`config.mk`:
```
export PLATFORM = sky130hd
export DESIGN_NAME = alu_sched
export DESIGN_NICKNAME = d
export VERILOG_FILES = /design/src/rtl/alu_sched_pkg.sv /design/src/rtl/alu_sched_rr_arbiter.sv /design/src/rtl/alu_sched.sv
export SDC_FILE = /design/constraint.sdc
export NUM_CORES = 1
export LEC_CHECK = 0
export ABC_AREA = 1
export CAP_MARGIN = 20
export CORE_AREA = 2 2 310 312
export CTS_CLUSTER_DIAMETER = 60
export DETAILED_ROUTE_END_ITERATION = 16
export DIE_AREA = 0 0 312 314
export GPL_TIMING_DRIVEN = 0
export SLEW_MARGIN = 20
export SYNTH_ARGS = -nofsm -noshare
export SYNTH_HDL_FRONTEND = slang
export SYNTH_SLANG_ARGS = --single-unit
```
`constraint.sdc`:
```
create_clock -name clk -period 3.8 [get_ports clk]
set_input_delay 0.38 -clock clk [delete_from_list [all_inputs] [get_ports clk]]
set_output_delay 0.38 -clock clk [all_outputs]
set_load 0.03 [all_outputs]
```
`src/rtl/alu_sched_pkg.sv`:
```
// Shared types and widths for the ALU scheduler slice.
// Opcodes 9..15 are legal on the wire and are carried as raw OP_W-bit values.
package alu_sched_pkg;

  localparam int DATA_W = 64;
  localparam int OP_W   = 4;

  typedef enum logic [OP_W-1:0] {
    OP_AND    = 4'd0,
    OP_OR     = 4'd1,
    OP_NOT    = 4'd2,
    OP_ADD    = 4'd3,
    OP_SUB    = 4'd4,
    OP_INC    = 4'd5,
    OP_SHL    = 4'd6,
    OP_SHR    = 4'd7,
    OP_POPCNT = 4'd8
  } alu_op_e;

endpackage

```
`src/rtl/alu_sched_rr_arbiter.sv`:
```
// Combinational round-robin arbiter: the lowest index at or after ptr (mod N) wins.
// The priority pointer register is owned by the instantiating module.
module rr_arbiter #(
  parameter int N  = 4,
  parameter int IW = $clog2(N)
) (
  input  logic [N-1:0]  req,
  input  logic [IW-1:0] ptr,
  input  logic          en,
  output logic [N-1:0]  grant,
  output logic [IW-1:0] idx
);

  localparam int CW = IW + 1;
  localparam logic [CW-1:0] N_W = CW'(N);

  logic [CW-1:0] cand;
  logic          found;

  always_comb begin
    grant = '0;
    idx   = '0;
    cand  = '0;
    found = 1'b0;
    for (int k = 0; k < N; k++) begin
      // ptr + k never reaches 2N, so one conditional subtract is the modulo.
      cand = {1'b0, ptr} + CW'(k);
      if (cand >= N_W) cand = cand - N_W;
      if (en && !found && req[cand[IW-1:0]]) begin
        found = 1'b1;
        idx   = cand[IW-1:0];
        grant[cand[IW-1:0]] = 1'b1;
      end
    end
  end

endmodule

```
`src/rtl/alu_sched.sv`:
```
// Shares one fixed-latency pipelined ALU among N_REQ requesters, tagging each issued op
// with its requester index so results are routed back in issue order.
module alu_sched
  import alu_sched_pkg::*;
#(
  parameter int N_REQ   = 4,
  parameter int ALU_LAT = 6
) (
  input  logic                          clk,
  input  logic                          rst,
  input  logic [N_REQ-1:0]              req_valid,
  output logic [N_REQ-1:0]              req_ready,
  input  logic [N_REQ-1:0][DATA_W-1:0]  req_a,
  input  logic [N_REQ-1:0][DATA_W-1:0]  req_b,
  input  logic [N_REQ-1:0][OP_W-1:0]    req_op,
  output logic [DATA_W-1:0]             alu_a,
  output logic [DATA_W-1:0]             alu_b,
  output logic [OP_W-1:0]               alu_op,
  output logic                          alu_valid_i,
  input  logic [DATA_W-1:0]             alu_z,
  input  logic                          alu_valid_o,
  output logic [N_REQ-1:0]              resp_valid,
  output logic [DATA_W-1:0]             resp_z,
  output logic                          busy,
  output logic                          err
);

  localparam int IDX_W = $clog2(N_REQ);
  // The tag for an op is pushed one cycle before it enters the ALU, so at full rate
  // ALU_LAT+1 tags are outstanding when the oldest result returns; one extra slot
  // lets that cycle's push proceed without looking at alu_valid_o.
  localparam int TAG_DEPTH = ALU_LAT + 2;
  localparam int PTR_W     = $clog2(TAG_DEPTH);
  localparam int CNT_W     = $clog2(TAG_DEPTH + 1);
  localparam int DRN_W     = $clog2(ALU_LAT + 2);

  localparam logic [DRN_W-1:0] DRAIN_LOAD = DRN_W'(ALU_LAT + 1);
  localparam logic [CNT_W-1:0] CNT_MAX    = CNT_W'(TAG_DEPTH);
  localparam logic [PTR_W-1:0] PTR_LAST   = PTR_W'(TAG_DEPTH - 1);
  localparam logic [IDX_W-1:0] IDX_LAST   = IDX_W'(N_REQ - 1);

  logic [DATA_W-1:0] alu_a_q, alu_a_d, alu_b_q, alu_b_d;
  logic [OP_W-1:0]   alu_op_q, alu_op_d;
  logic              alu_valid_i_q, alu_valid_i_d;
  logic [N_REQ-1:0]  resp_valid_q, resp_valid_d;
  logic [DATA_W-1:0] resp_z_q, resp_z_d;
  logic              err_q, err_d;
  logic [DRN_W-1:0]  drain_q, drain_d;
  logic [IDX_W-1:0]  ptr_q, ptr_d;
  logic [PTR_W-1:0]  wr_q, wr_d, rd_q, rd_d;
  logic [CNT_W-1:0]  cnt_q, cnt_d;
  logic [IDX_W-1:0]  tag_mem_q [TAG_DEPTH];
  logic [IDX_W-1:0]  tag_mem_d [TAG_DEPTH];

  logic              draining, issue_ok, push, pop, spurious;
  logic [N_REQ-1:0]  grant;
  logic [IDX_W-1:0]  grant_idx;

  assign draining = (drain_q != '0);
  assign issue_ok = !draining && (cnt_q < CNT_MAX);

  rr_arbiter #(.N(N_REQ), .IW(IDX_W)) u_arb (
    .req   (req_valid),
    .ptr   (ptr_q),
    .en    (issue_ok),
    .grant (grant),
    .idx   (grant_idx)
  );

  // A request transfers when req_valid[i] && req_ready[i]; at most one ready bit is
  // high, and ready never depends on alu_valid_o.
  assign req_ready = grant;
  assign push      = |grant;
  assign pop       = alu_valid_o && !draining && (cnt_q != '0);
  assign spurious  = alu_valid_o && !draining && (cnt_q == '0);

  always_comb begin
    alu_a_d       = alu_a_q;
    alu_b_d       = alu_b_q;
    alu_op_d      = alu_op_q;
    alu_valid_i_d = push;
    resp_valid_d  = '0;
    resp_z_d      = resp_z_q;
    err_d         = err_q | spurious;
    drain_d       = draining ? drain_q - 1'b1 : drain_q;
    ptr_d         = ptr_q;
    wr_d          = wr_q;
    rd_d          = rd_q;
    cnt_d         = cnt_q;
    tag_mem_d     = tag_mem_q;

    if (push) begin
      alu_a_d            = req_a[grant_idx];
      alu_b_d            = req_b[grant_idx];
      alu_op_d           = req_op[grant_idx];
      tag_mem_d[wr_q]    = grant_idx;
      wr_d               = (wr_q == PTR_LAST) ? '0 : wr_q + 1'b1;
      ptr_d              = (grant_idx == IDX_LAST) ? '0 : grant_idx + 1'b1;
    end

    if (pop) begin
      resp_valid_d = N_REQ'(1) << tag_mem_q[rd_q];
      resp_z_d     = alu_z;
      rd_d         = (rd_q == PTR_LAST) ? '0 : rd_q + 1'b1;
    end

    case ({push, pop})
      2'b10:   cnt_d = cnt_q + 1'b1;
      2'b01:   cnt_d = cnt_q - 1'b1;
      default: cnt_d = cnt_q;
    endcase
  end

  always_ff @(posedge clk) begin
    if (rst) begin
      alu_a_q       <= '0;
      alu_b_q       <= '0;
      alu_op_q      <= '0;
      alu_valid_i_q <= 1'b0;
      resp_valid_q  <= '0;
      resp_z_q      <= '0;
      err_q         <= 1'b0;
      drain_q       <= DRAIN_LOAD;
      ptr_q         <= '0;
      wr_q          <= '0;
      rd_q          <= '0;
      cnt_q         <= '0;
    end else begin
      alu_a_q       <= alu_a_d;
      alu_b_q       <= alu_b_d;
      alu_op_q      <= alu_op_d;
      alu_valid_i_q <= alu_valid_i_d;
      resp_valid_q  <= resp_valid_d;
      resp_z_q      <= resp_z_d;
      err_q         <= err_d;
      drain_q       <= drain_d;
      ptr_q         <= ptr_d;
      wr_q          <= wr_d;
      rd_q          <= rd_d;
      cnt_q         <= cnt_d;
    end
  end

  // Tag storage needs no reset: occupancy is governed by cnt_q.
  always_ff @(posedge clk) begin
    tag_mem_q <= tag_mem_d;
  end

  assign alu_a       = alu_a_q;
  assign alu_b       = alu_b_q;
  assign alu_op      = alu_op_q;
  assign alu_valid_i = alu_valid_i_q;
  assign resp_valid  = resp_valid_q;
  assign resp_z      = resp_z_q;
  assign err         = err_q;
  assign busy        = draining || (cnt_q != '0);

endmodule

```
==> flow_metrics.env <==
export IMPL_outcome="finished clean"
export IMPL_setup_viol_count_final=0
export IMPL_synth_seq_area_share=0.304
export IMPL_drtIter0Drc=1310
export IMPL_dieArea_um2=98000
export IMPL_yosys_area_share_adder=0.0147
export IMPL_netlist_instances=2572
export IMPL_slowest_delay_ps=710
export IMPL_p_per_area_nw_per_um2=262
export IMPL_setup_worst_path_class="reg -> out"
export IMPL_synthFlopType="dfxtp_1"
export IMPL_cp_cell_sequence="buf_6, inv_4, ha_1, inv_2, nand3_2, nand2_2, inv_2, nor2_4, buf_6, nand3_2, nand3_1, clkdlybuf4s50_1"
export IMPL_busiest_layer="met2"
export IMPL_critPathTopFamily="buffers and inverters"
export IMPL_fin_crit_ps=3480
export IMPL_fin_skew_ps=10.8
export IMPL_nFillCells=10600
export IMPL_yosys_area_top_type="dfxtp_1"
export IMPL_clk_pin_slew_ps=60
export IMPL_synth_common_cells="851 x nand2_1, 431 x nor2_1, 279 x nand3_1"
export IMPL_crit_fanout=10
export IMPL_worst_slew_pin_slew_ps=707
export IMPL_viasPerCell=4.24
export IMPL_place_congestion=0.935
export IMPL_slew_headroom=0.529
export IMPL_max_cap_violations=0
export IMPL_pre_cts_ws_ps=-534
export IMPL_period_share=0.915
export IMPL_crit_arrival_ps=3100
export IMPL_synth_xor_area_frac=0.00221
export IMPL_drive_gt1_frac=0.0694
export IMPL_drc=0
export IMPL_yosys_warnings=0
export IMPL_avgSynthCellArea_um2=6.17
export IMPL_max_freq_mhz=288
export IMPL_totalWireLength_um=95700
export IMPL_met1_usage=0.219
export IMPL_die_x_um=312
export IMPL_grt_ovfl_total=0
export IMPL_synth_top_family_by_area="simple AND/OR/NAND/NOR gates"
export IMPL_synthToLayoutAreaGrowth_pct=68.6
export IMPL_yosys_top_cells_area="dfxtp_1 27%, nand2_1 20%, nand3b_1 12%"
export IMPL_io_pins=806
export IMPL_critical_path_buf_inv_count=6
export IMPL_coreArea_um2=94400
export IMPL_synthMuxAreaShare=0.00126
export IMPL_finalHoldViolations=0
export IMPL_hold_path_class="in -> reg"
export IMPL_first_pass_iters=5
export IMPL_crit_slowest_cell="clkdlybuf4s50_1"
export IMPL_synth_cell_area_um2=15900
export IMPL_clock_sinks=233
export IMPL_cts_made_buffers=35
export IMPL_end_kind="output port"
export IMPL_antenna_found_initial=14
export IMPL_grt_max_degree=19
export IMPL_syn_nets=3189
export IMPL_synth_compound_area_frac=0.0300
export IMPL_met2_usage=0.324
export IMPL_fin_nets=4034
export IMPL_start_kind="flip-flop"
export IMPL_ant_nets=0
export IMPL_route_vias_total=20000
export IMPL_cts_tree="done"
export IMPL_ys_seq_elements=233
export IMPL_async_flop_share=0
export IMPL_grt_pass1_vias=19200
export IMPL_grt_pass1_wl_um=132000
export IMPL_num_rows=113
export IMPL_grt_usage=0.185
export IMPL_ir_drop_v=0.000234
export IMPL_h_tree_depth=2
export IMPL_port_buffers=804
export IMPL_drv_slew=0
export IMPL_cts_root_buf="clkbuf_16"
export IMPL_synth_top_area_frac=0.274
export IMPL_layout_setup_ws_ps=324
export IMPL_post_route_util=0.283
export IMPL_synth_distinct_cells=33
export IMPL_clock_latency_ps=550
export IMPL_synth_edf_count=16
export IMPL_dp_hpwl_um=77500
export IMPL_clockBufferDepth=3
export IMPL_p_leak_nw=12.0
export IMPL_die_h_um=314
export IMPL_start_util=0.168
export IMPL_synth_simple_area_share=0.536
export IMPL_cp_required_ps=3420
export IMPL_met3_usage=0.0534
export IMPL_synth_most_common_cell="nand2_1"
export IMPL_wl_per_cell_um=20.3
## registers in the layout (all words and copies together) (netlist names)
| name | count |
|---|---|
| alu_a | 64 |
| alu_b | 64 |
| alu_op | 4 |
| alu_valid_i | 1 |
| cnt_q | 4 |
| drain_q | 3 |
| err | 1 |
| ptr_q | 2 |
| rd_q | 3 |
| resp_valid | 4 |
| resp_z | 64 |
| tag_mem_q | 16 |
| wr_q | 3 |
## layout make-up
cell class	instances	area [um2]	share of cell area
Inverter	163	618	0.0231
Sequential cell	233	4830	0.181
Antenna cell	5	12.5	0.000468
Buffer	199	1170	0.0439
Timing Repair Buffer	808	8090	0.303
Clock buffer	44	940	0.0352
Multi-Input combinational cell	1977	9270	0.347
Tap cell	1265	1580	0.0592
Clock inverter	19	216	0.00810
## stage by stage
| stage | setup TNS, ps | instance area, um2 | power (mW) | hold WS [ps] | cells |
|---|---|---|---|---|---|
| 6_report | 0 | 26700 | 7.00 | 256 | 4713 |
| 5_1_grt | -10.7 | 26700 | 7.29 | 303 | 4711 |
| 4_1_cts | 0 | 26700 | 7.10 | 210 | 4706 |
| 3_5_place_dp | -2780 | 25500 | 3.74 | 469 | 4642 |
| 3_3_place_gp | -58290 | 25500 | 3.74 | 457 | 4641 |
| 2_1_floorplan | 0 | 15900 | 2.92 | 446 | 2572 |
## metal layers
metal / up-vias / part of all wire
li1: 9848 / -
met5: - / 0.00077
met2: 787 / 0.48
met4: 14 / 0.029
met1: 9213 / 0.40
met3: 116 / 0.085
## placed cells by master (no fill, tap or decap), types with 25 or more instances in the layout
master and instances:
dfxtp_1 215, inv_1 156, nor2_1 431, clkbuf_1 53
nand3b_1 264, nand2_1 850, buf_2 76, buf_6 25
clkbuf_16 35, buf_4 39, clkdlybuf4s50_1 801, nand3_1 279
o21ai_0 76
## timing repair
| item | CTS | global route |
|---|---|---|
| pin swaps | 1 | 0 |
| gates resized for setup | 7 | 8 |
| hold buffers | 0 | 0 |
| setup endpoints to repair | 50 | 7 |
| buffers inserted | 1 | 2 |
## where the power goes
| group | internal (mW) | switching (mW) |
|---|---|---|
| logic | 0.719 | 0.478 |
| registers | 2.49 | 0.00997 |
| clock network | 1.98 | 1.33 |
## kinds of logic after synthesis
| logic type | Yosys count |
|---|---|
| AOI/OAI and AO/OA | 91 |
| xor gates and xnor gates | 4 |
| adders and majority gates | 18 |
| buffers and inverters | 362 |
| DFF | 233 |
| muxes | 2 |
| and+or+nand+nor | 1862 |
## path summary, 6_finish.rpt
path / endpoint / slack, ps / depth (start not counted) / from
setup / recovery: req_ready[0] / 320 / 12 / ptr_q[0]$_SDFFE_PP0P_
hold / removal: err$_SDFF_PP0_ / 260 / 2 / rst
setup reg to reg: cnt_q[3]$_SDFFE_PP0P_ / 330 / 23 / ptr_q[0]$_SDFFE_PP0P_
hold reg to reg: err$_SDFF_PP0_ / 480 / 2 / err$_SDFF_PP0_
Power figures use the tool's default switching activity.
